File: config.mk
export PLATFORM = sky130hd
export DESIGN_NAME = fetch_ctrl_flat
export DESIGN_NICKNAME = d
export VERILOG_FILES = /design/src/rtl/fetch_pkg.sv /design/src/rtl/fetch_ctrl_if.sv /design/src/rtl/fetch_fifo.sv /design/src/rtl/fetch_ctrl.sv /design/src/flat_wrapper.sv
export SDC_FILE = /design/constraint.sdc
export NUM_CORES = 1
export LEC_CHECK = 0
export BUFFER_PORTS_ARGS = -buffer_cell sky130_fd_sc_hd__buf_2
export CAP_MARGIN = 20
export CORE_ASPECT_RATIO = 0.5
export CORE_MARGIN = 2
export CORE_UTILIZATION = 40
export CTS_BUF_LIST = sky130_fd_sc_hd__clkbuf_4 sky130_fd_sc_hd__clkbuf_8 sky130_fd_sc_hd__clkbuf_16
export DETAILED_ROUTE_END_ITERATION = 8
export PLACE_DENSITY = 0.62
export SYNTH_ARGS = -nofsm -noshare
export SYNTH_HDL_FRONTEND = slang
export SYNTH_SLANG_ARGS = --single-unit
File: constraint.sdc
create_clock -name clk -period 2.66 [get_ports clk]
set_input_delay 0.532 -clock clk [delete_from_list [all_inputs] [get_ports clk]]
set_output_delay 0.532 -clock clk [all_outputs]
set_load 0.05 [all_outputs]
File: src/rtl/fetch_pkg.sv
// fetch_pkg: shared types and constants for the instruction-fetch slice.
//   state_t  - fetch controller FSM states (BOOT, RUN, FAULT)
//   ILEN     - instruction / address width
//   PC_STEP  - byte increment between sequential instruction words
//   entry_t  - one FIFO entry: fetch address plus the word read there
//   target_legal() - redirect target check (word aligned, inside memory)
package fetch_pkg;

    localparam int          ILEN    = 32;
    localparam logic [31:0] PC_STEP = 32'd4;

    typedef enum logic [1:0] {
        BOOT  = 2'd0,
        RUN   = 2'd1,
        FAULT = 2'd2
    } state_t;

    typedef struct packed {
        logic [ILEN-1:0] pc;
        logic [ILEN-1:0] instr;
    } entry_t;

    // A redirect may only land on a word boundary inside the memory.
    function automatic logic target_legal(input logic [31:0] target,
                                          input logic [31:0] imem_bytes);
        return (target[1:0] == 2'b00) && (target < imem_bytes);
    endfunction

endpackage

File: src/rtl/fetch_ctrl_if.sv
// fetch_ctrl_if: bundle of the fetch controller's memory, redirect and
// decode-side signals.
//   imem_addr / imem_rdata        - combinational-read instruction memory
//   redirect_valid / redirect_pc  - control-flow redirect from execute
//   if_valid / if_ready           - handshake toward decode
//   if_instr / if_pc              - head instruction word and its address
//   fault                         - sticky illegal-redirect indication
// master: the fetch controller side.  slave: memory/decode/execute side.
interface fetch_ctrl_if;
    import fetch_pkg::*;

    logic [ILEN-1:0] imem_addr;
    logic [ILEN-1:0] imem_rdata;
    logic            redirect_valid;
    logic [ILEN-1:0] redirect_pc;
    logic            if_valid;
    logic            if_ready;
    logic [ILEN-1:0] if_instr;
    logic [ILEN-1:0] if_pc;
    logic            fault;

    modport master (
        output imem_addr, if_valid, if_instr, if_pc, fault,
        input  imem_rdata, redirect_valid, redirect_pc, if_ready
    );

    modport slave (
        input  imem_addr, if_valid, if_instr, if_pc, fault,
        output imem_rdata, redirect_valid, redirect_pc, if_ready
    );

endinterface

File: src/rtl/fetch_fifo.sv
// fetch_fifo: DEPTH-entry synchronous FIFO of fetched {pc, instr} entries.
//   clk, reset      - clock, synchronous active-high reset
//   push / wr_entry - write wr_entry at the tail (accepted when not full, or
//                     when full and a pop happens in the same cycle)
//   pop             - drop the head (ignored when empty)
//   flush           - discard all entries; wins over push and pop
//   full / empty    - occupancy flags, decoded from the count register
//   head            - entry at the read pointer, straight from a slot register
module fetch_fifo
    import fetch_pkg::*;
#(
    parameter int unsigned DEPTH = 2
) (
    input  logic   clk,
    input  logic   reset,
    input  logic   push,
    input  logic   pop,
    input  logic   flush,
    input  entry_t wr_entry,
    output logic   full,
    output logic   empty,
    output entry_t head
);

    localparam int AW = (DEPTH > 1) ? $clog2(DEPTH) : 1;

    logic [AW-1:0] wr_ptr_reg;
    logic [AW-1:0] rd_ptr_reg;
    logic [AW:0]   count_reg;
    logic          push_eff;
    logic          pop_eff;
    entry_t        slots [DEPTH];

    assign full  = (count_reg == (AW+1)'(DEPTH));
    assign empty = (count_reg == '0);

    assign pop_eff  = pop && !flush && !empty;
    // When full, the pop frees the head slot, which is also the tail slot.
    assign push_eff = push && !flush && (!full || pop_eff);

    genvar gi;
    generate
        for (gi = 0; gi < DEPTH; gi++) begin : gen_slot
            entry_t slot_reg;

            always_ff @(posedge clk) begin
                if (reset) begin
                    slot_reg <= '0;
                end else if (push_eff && (wr_ptr_reg == AW'(gi))) begin
                    slot_reg <= wr_entry;
                end
            end

            assign slots[gi] = slot_reg;
        end
    endgenerate

    assign head = slots[rd_ptr_reg];

    always_ff @(posedge clk) begin
        if (reset || flush) begin
            wr_ptr_reg <= '0;
            rd_ptr_reg <= '0;
            count_reg  <= '0;
        end else begin
            if (push_eff) begin
                wr_ptr_reg <= wr_ptr_reg + AW'(1);
            end
            if (pop_eff) begin
                rd_ptr_reg <= rd_ptr_reg + AW'(1);
            end
            case ({push_eff, pop_eff})
                2'b10:   count_reg <= count_reg + (AW+1)'(1);
                2'b01:   count_reg <= count_reg - (AW+1)'(1);
                default: count_reg <= count_reg;
            endcase
        end
    end

endmodule

File: src/rtl/fetch_ctrl.sv
// fetch_ctrl: instruction-fetch controller.
//   clk, reset - clock, synchronous active-high reset
//   bus        - fetch_ctrl_if.master: instruction memory address/data,
//                redirect input, decode handshake (if_valid/if_ready/
//                if_instr/if_pc) and the sticky fault flag.
// Owns fetch_pc, reads one word per cycle from the combinational memory and
// queues {pc, word} in fetch_fifo. A redirect flushes the queue; an illegal
// target parks the controller in FAULT until reset.
module fetch_ctrl
    import fetch_pkg::*;
#(
    parameter logic [31:0] RESET_PC   = 32'h0,
    parameter int unsigned IMEM_BYTES = 32,
    parameter int unsigned DEPTH      = 2
) (
    input logic          clk,
    input logic          reset,
    fetch_ctrl_if.master bus
);

    localparam logic [31:0] PC_MASK = 32'(IMEM_BYTES - 1);

    state_t      state_reg;
    logic [31:0] fetch_pc_reg;
    logic [31:0] fetch_pc_next;
    logic        fault_reg;

    logic        fifo_full;
    logic        fifo_empty;
    logic        fifo_push;
    logic        fifo_pop;
    logic        fifo_flush;
    logic        redirect_run;
    logic        redirect_ok;
    entry_t      fifo_head;
    entry_t      fifo_wr;

    assign redirect_run = (state_reg == RUN) && bus.redirect_valid;
    assign redirect_ok  = target_legal(bus.redirect_pc, 32'(IMEM_BYTES));

    assign fifo_pop   = !fifo_empty && bus.if_ready;
    // if_ready reaches push through here so a full queue still streams.
    assign fifo_push  = (state_reg == RUN) && !bus.redirect_valid &&
                        (!fifo_full || fifo_pop);
    assign fifo_flush = redirect_run;

    assign fetch_pc_next = (fetch_pc_reg + PC_STEP) & PC_MASK;
    assign fifo_wr       = '{pc: fetch_pc_reg, instr: bus.imem_rdata};

    always_ff @(posedge clk) begin
        if (reset) begin
            state_reg    <= BOOT;
            fetch_pc_reg <= RESET_PC;
            fault_reg    <= 1'b0;
        end else begin
            case (state_reg)
                BOOT: begin
                    state_reg <= RUN;
                end
                RUN: begin
                    if (bus.redirect_valid) begin
                        if (redirect_ok) begin
                            fetch_pc_reg <= bus.redirect_pc;
                        end else begin
                            // fetch_pc is left untouched so imem_addr holds.
                            state_reg <= FAULT;
                            fault_reg <= 1'b1;
                        end
                    end else if (fifo_push) begin
                        fetch_pc_reg <= fetch_pc_next;
                    end
                end
                FAULT: begin
                    state_reg <= FAULT;
                end
                default: begin
                    state_reg <= FAULT;
                    fault_reg <= 1'b1;
                end
            endcase
        end
    end

    fetch_fifo #(
        .DEPTH (DEPTH)
    ) u_fifo (
        .clk      (clk),
        .reset    (reset),
        .push     (fifo_push),
        .pop      (fifo_pop),
        .flush    (fifo_flush),
        .wr_entry (fifo_wr),
        .full     (fifo_full),
        .empty    (fifo_empty),
        .head     (fifo_head)
    );

    assign bus.imem_addr = fetch_pc_reg;
    assign bus.if_valid  = !fifo_empty;
    assign bus.if_instr  = fifo_head.instr;
    assign bus.if_pc     = fifo_head.pc;
    assign bus.fault     = fault_reg;

endmodule

File: src/flat_wrapper.sv
// flat-port wrapper written by rule: the top's interface ports become plain ports
module fetch_ctrl_flat import fetch_pkg::*;
#(
    parameter logic [31:0] RESET_PC   = 32'h0,
    parameter int unsigned IMEM_BYTES = 32,
    parameter int unsigned DEPTH      = 2
)
  (clk, reset, bus_imem_addr, bus_if_valid, bus_if_instr, bus_if_pc, bus_fault, bus_imem_rdata, bus_redirect_valid, bus_redirect_pc, bus_if_ready);
  fetch_ctrl_if bus_i ();
  input logic clk;
  input logic reset;
  output wire logic [$bits(bus_i.imem_addr)-1:0] bus_imem_addr;
  output wire logic [$bits(bus_i.if_valid)-1:0] bus_if_valid;
  output wire logic [$bits(bus_i.if_instr)-1:0] bus_if_instr;
  output wire logic [$bits(bus_i.if_pc)-1:0] bus_if_pc;
  output wire logic [$bits(bus_i.fault)-1:0] bus_fault;
  input wire logic [$bits(bus_i.imem_rdata)-1:0] bus_imem_rdata;
  input wire logic [$bits(bus_i.redirect_valid)-1:0] bus_redirect_valid;
  input wire logic [$bits(bus_i.redirect_pc)-1:0] bus_redirect_pc;
  input wire logic [$bits(bus_i.if_ready)-1:0] bus_if_ready;
  assign bus_imem_addr = bus_i.imem_addr;
  assign bus_if_valid = bus_i.if_valid;
  assign bus_if_instr = bus_i.if_instr;
  assign bus_if_pc = bus_i.if_pc;
  assign bus_fault = bus_i.fault;
  assign bus_i.imem_rdata = bus_imem_rdata;
  assign bus_i.redirect_valid = bus_redirect_valid;
  assign bus_i.redirect_pc = bus_redirect_pc;
  assign bus_i.if_ready = bus_if_ready;
  fetch_ctrl #(.RESET_PC(RESET_PC), .IMEM_BYTES(IMEM_BYTES), .DEPTH(DEPTH)) u_core (.clk(clk), .reset(reset), .bus(bus_i));
endmodule
==> results of run 1 <==
[per-layer routing]
metal  global-route usage  up-vias  part of all wire
met3               0.0401       15             0.043
met2                0.312      109              0.48
met4               0.0630        0             0.014
met1                0.234     2510              0.46
met5                    0        -                 0
li1                     -     2783                 -
[area by class of cell]
cell class / instances / area (sq um) / area share
Sequential cell: 167 / 3350 / 0.412
Clock inverter: 15 / 155 / 0.0191
Tap cell: 227 / 284 / 0.0350
Multi-Input combinational cell: 534 / 2890 / 0.356
Clock buffer: 17 / 425 / 0.0524
Antenna cell: 1 / 2.50 / 0.000308
Inverter: 4 / 17.5 / 0.00216
Timing Repair Buffer: 176 / 998 / 0.123
[worst min-delay path, cell delays in order]
cell     delay, ns
buf_2         0.10
nand2_1       0.05
a21oi_1       0.05
[cells in the final DEF, fill, tap and decap left out, types with 6 or more instances in the layout]
cell type	instances
nand2_1	258
dfxtp_1	166
buf_2	164
a21oi_1	131
mux2_2	64
and2_1	27
clkbuf_16	17
nor2_1	9
buf_12	7
nor4_1	6
inv_6	6
[per-stage QoR]
stage	std cells	area [sq um]	hold WS, ns	power [mW]
after floorplan	757	6600	0.433	3.00
after global placement	1108	7540	0.434	3.15
after detailed placement	1108	7540	0.443	3.16
after CTS	1140	8120	0.336	5.61
after global routing	1140	8120	0.335	5.76
final	1141	8120	0.357	5.51
[where the power goes]
part           internal, mW  switching [mW]
clock                  1.33            1.09
combinational         0.174           0.341
sequential             2.54          0.0357
[kinds of logic (layout without fill, tap and decap cells)]
logic type | Yosys count | after routing | share of synthesized area
AOI/OAI and AO/OA | 143 | 143 | 0.113
and+or+nand+nor | 321 | 321 | 0.207
other | 0 | 1 | 0
muxes | 65 | 65 | 0.111
xor gates and xnor gates | 3 | 3 | 0.00398
buffers and inverters | 56 | 212 | 0.0552
adders and majority gates | 2 | 2 | 0.00379
DFF | 167 | 167 | 0.507
[worst paths after layout]
path                                               start                                     end  slack [ns]  depth (start not counted)
setup / recovery                u_core.u_fifo.rd_ptr_reg                        bus_if_instr[10]        0.35                          3
hold / removal                         bus_imem_rdata[0]   u_core.u_fifo.gen_slot[0].slot_reg[0]        0.36                          3
setup reg to reg              u_core.u_fifo.count_reg[0]                u_core.bus.imem_addr[28]        0.61                          4
hold reg to reg   u_core.u_fifo.gen_slot[0].slot_reg[13]  u_core.u_fifo.gen_slot[0].slot_reg[13]        0.45                          2
==> summary by stage, run 1 <==
Timing
The clock period minus worst slack is 2.31 ns. The final period utilization is 0.870. For this run, the top clock speed supported by timing is 0.432 GHz.

The slew at the pin closest to its max-slew limit is 0.914 ns. The setup violation total in the final timing report is 0. The number of endpoints with negative hold slack in the final report is 0. In this run the tightest slew margin relative to its limit is 0.388. The count of pins over their slew limit is 0.

The final clock skew is 0.00927 ns. Setup total negative slack on the finished layout was measured at 0 ns. Setup repair after global routing left no endpoint under its margin.

In the post-route analysis, the smallest setup slack over all paths is 0.346 ns.

Setup path
The sort of element at the start of the critical path is a register. The largest fanout on the critical path is 27. The data required time at the worst endpoint is 2.13 ns. The type of element capturing the critical path is an output pin. The standard cell with the maximum stage delay on the critical path is dfxtp_4. The maximum single-stage delay on the critical path is 0.53 ns. Data arrives at the worst endpoint at 1.78 ns. The startpoint-to-endpoint class of the critical path is reg2out. Walking the worst path, the cells encountered are buf_12 > mux2_2 > buf_2.

The family of cells with the greatest summed delay on the critical path is flip-flops. Counting both buffers and inverters, the worst setup path holds a total of 2.

Yosys
In the post-synthesis netlist, the biggest area contributors are dfxtp_1 51%, nand2_1 15%, mux2_2 11%. The number of different library cells used by synthesis comes to 40. The synthesized design contains 167 register bits. After synthesis the cells add up to 0.00660 sq mm. By count the netlist is led by 258 x nand2_1, 167 x dfxtp_1, 131 x a21oi_1. The number of instances in the synthesized netlist is 757.

Counting every net in the synthesized netlist gives 827. The share of synthesized area in the top cell type comes to 0.507. The sequential fraction of the synthesis area is 0.507.

The predominant post-synthesis flop cell is dfxtp_1. The dominant cell by count in the synthesized netlist is nand2_1. The cell type with the largest total area after synthesis is dfxtp_1. The fraction of synthesis flops using an asynchronous set or reset pin is 0. The number of enable flip-flop cells after synthesis is 0. The mean instance size in the synthesized netlist is 8.72 sq um. During synthesis, Yosys emitted a total of 0 warnings.

CTS
In this run the clock root is driven by a clkbuf_16. The number of hold buffers added after CTS is 0. The deepest clock path buffer count is 2.

The clock edge transition at the registers on the reported setup and hold paths is 0.07 ns. The post-CTS resize count is 0. The H-tree was split into 4 levels. The number of clock buffers added by TritonCTS is 17.

TritonCTS built the clock tree. The count of clock tree sinks is 167. Clock latency on the worst-skew pair, taken at its later pin, is 0.42 ns. The count of buffers added by post-CTS timing repair for setup is 0.

Detailed routing
The final layout contains routed wiring with a total length of 15600 um. The via count is 5417. The pre-antenna-repair detailed-routing pass consisted of 4 iterations. Once detail routing completed, the nets flagged for antenna violations numbered 0. Dividing the detail-routed wire length by the instance count gives 13.7 um. The total DRC errors in the routed layout is 0. For this block, the initial DRC count from the detailed router was 251. In the routed layout, each cell is associated on average with a via count of 4.75.

Global route
The leftover overflow at the end of global routing is 0. The wire length of the first global-routing pass is 25400 um. For this run, the total global-route usage over all layers was measured as 0.184. The number of antenna violations at the first check in global routing is 0.

The via count of the first global-routing pass was 5157. The largest net degree at the start of global routing is 140.

Finish
The fill cell instance count of the final layout is 1599. Compared with the post-synthesis result, the final layout area differs by 23.1%. At the end of the flow the core is filled with cells to 0.499. The share of cells above drive strength 1 is 0.310. The number of nets in the layout is 970. The register with the most flip-flops in the layout has 128 of them.

Flow run
The number of maximum-capacitance violations is 0.

Placement
The HPWL reported at the end of detailed placement is 9560 um. The setup slack after placement is 0.280 ns. At the end of routability-driven placement, the weighted congestion stood at 0.742.

The count of buffers added on input and output ports is 165.

Floorplan
The I/O pin count is 166. The die is 94.8 um tall. The site row count is 33. The die outline area is 0.0176 sq mm.

The initial utilization of the core area, before any placement, comes to 0.406. The core footprint is 0.0163 sq mm. In this run the horizontal extent of the chip is 186 um.

Status
The run finished with clean final reports.

Power and ir drop
The peak supply drop is 0.000473 V. The power per unit of standard cell area is 679 mW/mm^2. The static leakage power is 3.33 nW.

Hold path
The type of the worst min-delay path is in2reg.
No activity file was read; power rests on OpenSTA's default activity.
==> run 2, diff against run 1 <==
--- a/config.mk
+++ b/config.mk
@@ -12,7 +12,8 @@
 export CORE_UTILIZATION = 40
 export CTS_BUF_LIST = sky130_fd_sc_hd__clkbuf_4 sky130_fd_sc_hd__clkbuf_8 sky130_fd_sc_hd__clkbuf_16
 export DETAILED_ROUTE_END_ITERATION = 8
-export PLACE_DENSITY = 0.62
+export PLACE_DENSITY = 0.61
 export SYNTH_ARGS = -nofsm -noshare
 export SYNTH_HDL_FRONTEND = slang
+export SYNTH_HIERARCHICAL = 1
 export SYNTH_SLANG_ARGS = --single-unit
==> summary by stage, run 2 <==
Finish
The register with the most flip-flops in the layout has 128 of them. The library cell used most frequently in the layout, excluding fill and tap cells, is nand2b_1. The count of non-filler cells in the finished layout is 1122. The number of diodes added for antenna fixing is 0. The area growth from synthesis to layout is 22.2%.

The fill cell instance count of the final layout is 1729. Of the cells placed in the final design, the portion with a size suffix greater than 1 is 0.363. The post-route cell area is 0.00928 sq mm. The multi-input gate area in the final layout is 0.00394 sq mm.

The sequential cells in the finished layout cover a total of 0.00335 sq mm. The number of nets in the layout is 919. The library cells used most frequently in the layout, excluding fill and tap cells, are 195 x nand2b_1, 166 x dfxtp_1, 164 x buf_2.

Timing
The count of pins over their slew limit is 0. Setup violations remaining at the end of the flow were counted as 0. Based on the critical path, the design can be clocked at up to 0.435 GHz. The total negative slack for setup checks is 0 ns. The worst-case hold slack is 0.408 ns. In the finished design, the share of the clock period the worst path needs comes to 0.865. Setup repair after global routing left no endpoint under its margin. The worst max-slew margin expressed relative to the limit is 0.608. The number of endpoints with negative hold slack in the final report came to 0. The clock period minus worst slack is 2.30 ns. Across the routed clock network, the largest skew measured is 0.0160 ns. For the pin with the worst max-slew slack, the measured transition is 0.586 ns.

Detailed routing
In this run the remaining antenna-violating nets after routing total 0. The number of DRC markers in iteration 0 is 153. Dividing the detail-routed via count by the number of cells gives 4.63. For this run, design rule violations remaining after detail routing come to 0. The pre-antenna-repair detailed-routing pass consisted of 4 iterations. Summed over all layers, the routed wires come to 16100 um.

In the final routed layout, each cell accounts on average for 14.4 um. For this block, the via count after detailed routing is 5200.

Global route
The wire length of the first global-routing pass is 26000 um. The via count of the first global-routing pass is 5229. Across every metal layer, demand over resource in global routing totals 0.164. Global routing finished with a remaining overflow of 0. The number of antenna violations at the first check in global routing is 0. Entering global routing, the biggest net connects 88 pins.

Setup path
The standard cell with the maximum stage delay on the critical path is mux2_2. The startpoint-to-endpoint class of the critical path is reg2out. The signal on the critical path passes through buf_4 > mux2_2 > buf_2. The sort of element at the start of the critical path is a register. In this run the register-to-register setup slack is 0.53 ns. The largest fanout on the critical path is 27. The source of the worst register-to-register timing path is u_core/u_fifo/count_reg[0]. The data required time at the worst endpoint is 2.13 ns. The type of element capturing the critical path is an output pin. The maximum single-stage delay on the critical path is 0.41 ns. The data arrival at the endpoint of the critical path is 1.77 ns. Tracing the worst setup path back leads to its startpoint at u_core/u_fifo/rd_ptr_reg. The worst path buffer plus inverter count is 2. On the critical path the largest part of the delay comes from buffers and inverters.

Floorplan
After floorplanning, the core was divided into 35 placement rows. The floorplan die width is 199 um. The die outline area is 0.0202 sq mm. For this design the top-level I/O count stands at 166. The die is 101 um tall.

The initial cell density of the core is 0.411. The total area inside the core boundary comes to 0.0185 sq mm.

Yosys
The proportion of netlist area held by the largest area contributor is 0.440. The number of enable flip-flop cells after synthesis is 0. The register bit total from synthesis is 167.

The synthesized netlist contains 44 unique library cells. In this run the cell area of the synthesized design comes to 0.00759 sq mm. The number of warnings reported in the yosys synthesis log is 6.

Sorting the synthesized cells by area gives the leading types as dfxtp_1 44%, mux2i_1 17%, nand2b_1 16%. The cell type with the largest total area after synthesis is dfxtp_1. The fraction of synthesis flops using an asynchronous set or reset pin is 0. The sequential fraction of the synthesis area is 0.440. The commonest cells after synthesis are 195 x nand2b_1, 167 x dfxtp_1, 131 x mux2i_1. The number of nets in the synthesized netlist is 770. After technology mapping, the gate count stands at 701.

The predominant post-synthesis flop cell is dfxtp_1. The dominant cell by count in the synthesized netlist is nand2b_1. The mean instance size in the synthesized netlist is 10.8 sq um.

CTS
Once the clock tree was built, the setup fixing pass inserted 0 buffers. The clock root buffer is clkbuf_16. TritonCTS built the clock tree. The deepest clock path buffer count is 2. Clock tree synthesis inserted a total of 17 buffers.

The later pin in the worst-skew pair is clocked with a latency of 0.42 ns. CTS built an H-tree with a depth of 4. The count of clock tree sinks is 167. Hold repair after CTS inserted 0 buffers. In this run, post-CTS repair resized a total of 0 instances. Clock-pin slew was measured on the worst setup and hold paths at 0.06 ns.

Power and ir drop
The peak supply drop is 0.000431 V. The power per unit of standard cell area is 618 mW/mm^2. The static leakage power is 4.23 nW. Total power for the finished layout comes to 5.73 mW.

Hold path
The start point of the worst hold path is bus_imem_rdata[4]. The type of the worst min-delay path is in2reg.

Flow run
The number of maximum-capacitance violations is 0.

Placement
After legalization and detailed placement, the total HPWL measured 10400 um. The instance count after placement with tap cells included is 1089. At the end of routability-driven placement, the weighted congestion stood at 0.771. The number of buffer cells added on primary ports is 165. Once placement finished, the instance area stood at 0.00863 sq mm.

Status
The flow ran to the end, and the final reports show no timing, DRC or antenna violations.
==> run 2: changes by cell type after synthesis, sizes merged, moves of 4 or more <==
cell / before / now
nand2: 259 / 4
nand2b: 3 / 196
a21oi: 131 / 0
mux2i: 1 / 131
buf: 29 / 21
nor2: 10 / 14
==> run 2: layout make-up <==
| class | instances | area share |
|---|---|---|
| Multi-Input combinational cell | 480 | 0.425 |
| Sequential cell | 167 | 0.361 |
| Timing Repair Buffer | 177 | 0.108 |
| Clock buffer | 21 | 0.0504 |
| Tap cell | 259 | 0.0349 |
| Clock inverter | 11 | 0.0183 |
| Inverter | 7 | 0.00283 |
==> run 2: per-layer routing <==
layer / track usage / wire, um / part of all wire
met2: 0.279 / 7700 / 0.48
met4: 0.0465 / 116 / 0.0072
met3: 0.0426 / 574 / 0.036
met1: 0.207 / 7740 / 0.48
met5: 0 / 0 / 0
==> run 2: metrics by stage <==
step	worst slack (ns)	util
finish	0.359	0.502
global route	0.264	0.502
CTS	0.282	0.501
floorplan	0.582	-
detailed placement	0.339	0.467
global placement	0.376	0.467
==> run 2: worst reg2reg max path, cell delays in order, from the launching register on <==
cell and delay (ns):
dfxtp_1 0.44, nor2_1 0.09, nand2b_4 0.16, a2111oi_4 0.48, and3_2 0.44, buf_12 0.24, mux2i_1 0.21
==> run 2: cell families (layout without fill, tap and decap cells) <==
group                      after synthesis  count (layout)  synth area share
and+or+nand+nor                        267             267             0.229
xor gates and xnor gates                 1               1           0.00115
buffers and inverters                   54             216            0.0417
DFF                                    167             167             0.440
adders and majority gates                1               1           0.00165
muxes                                  195             195             0.268
AOI/OAI and AO/OA                       16              16            0.0183
==> run 2: where the power goes <==
part	switching, mW	total [mW]	internal, mW
Sequential	0.0264	2.57	2.54
Clock	1.01	2.66	1.65
Combinational	0.297	0.510	0.213
==> run 2: path summary, 6_finish.rpt <==
| kind | cells past startpoint | end |
|---|---|---|
| max | 3 | bus_if_pc[10] |
| min | 3 | u_core/u_fifo/gen_slot[0].slot_reg[4] |
| max reg2reg | 6 | u_core/u_fifo/gen_slot[0].slot_reg[11] |
| min reg2reg | 2 | u_core/u_fifo/gen_slot[1].slot_reg[62] |
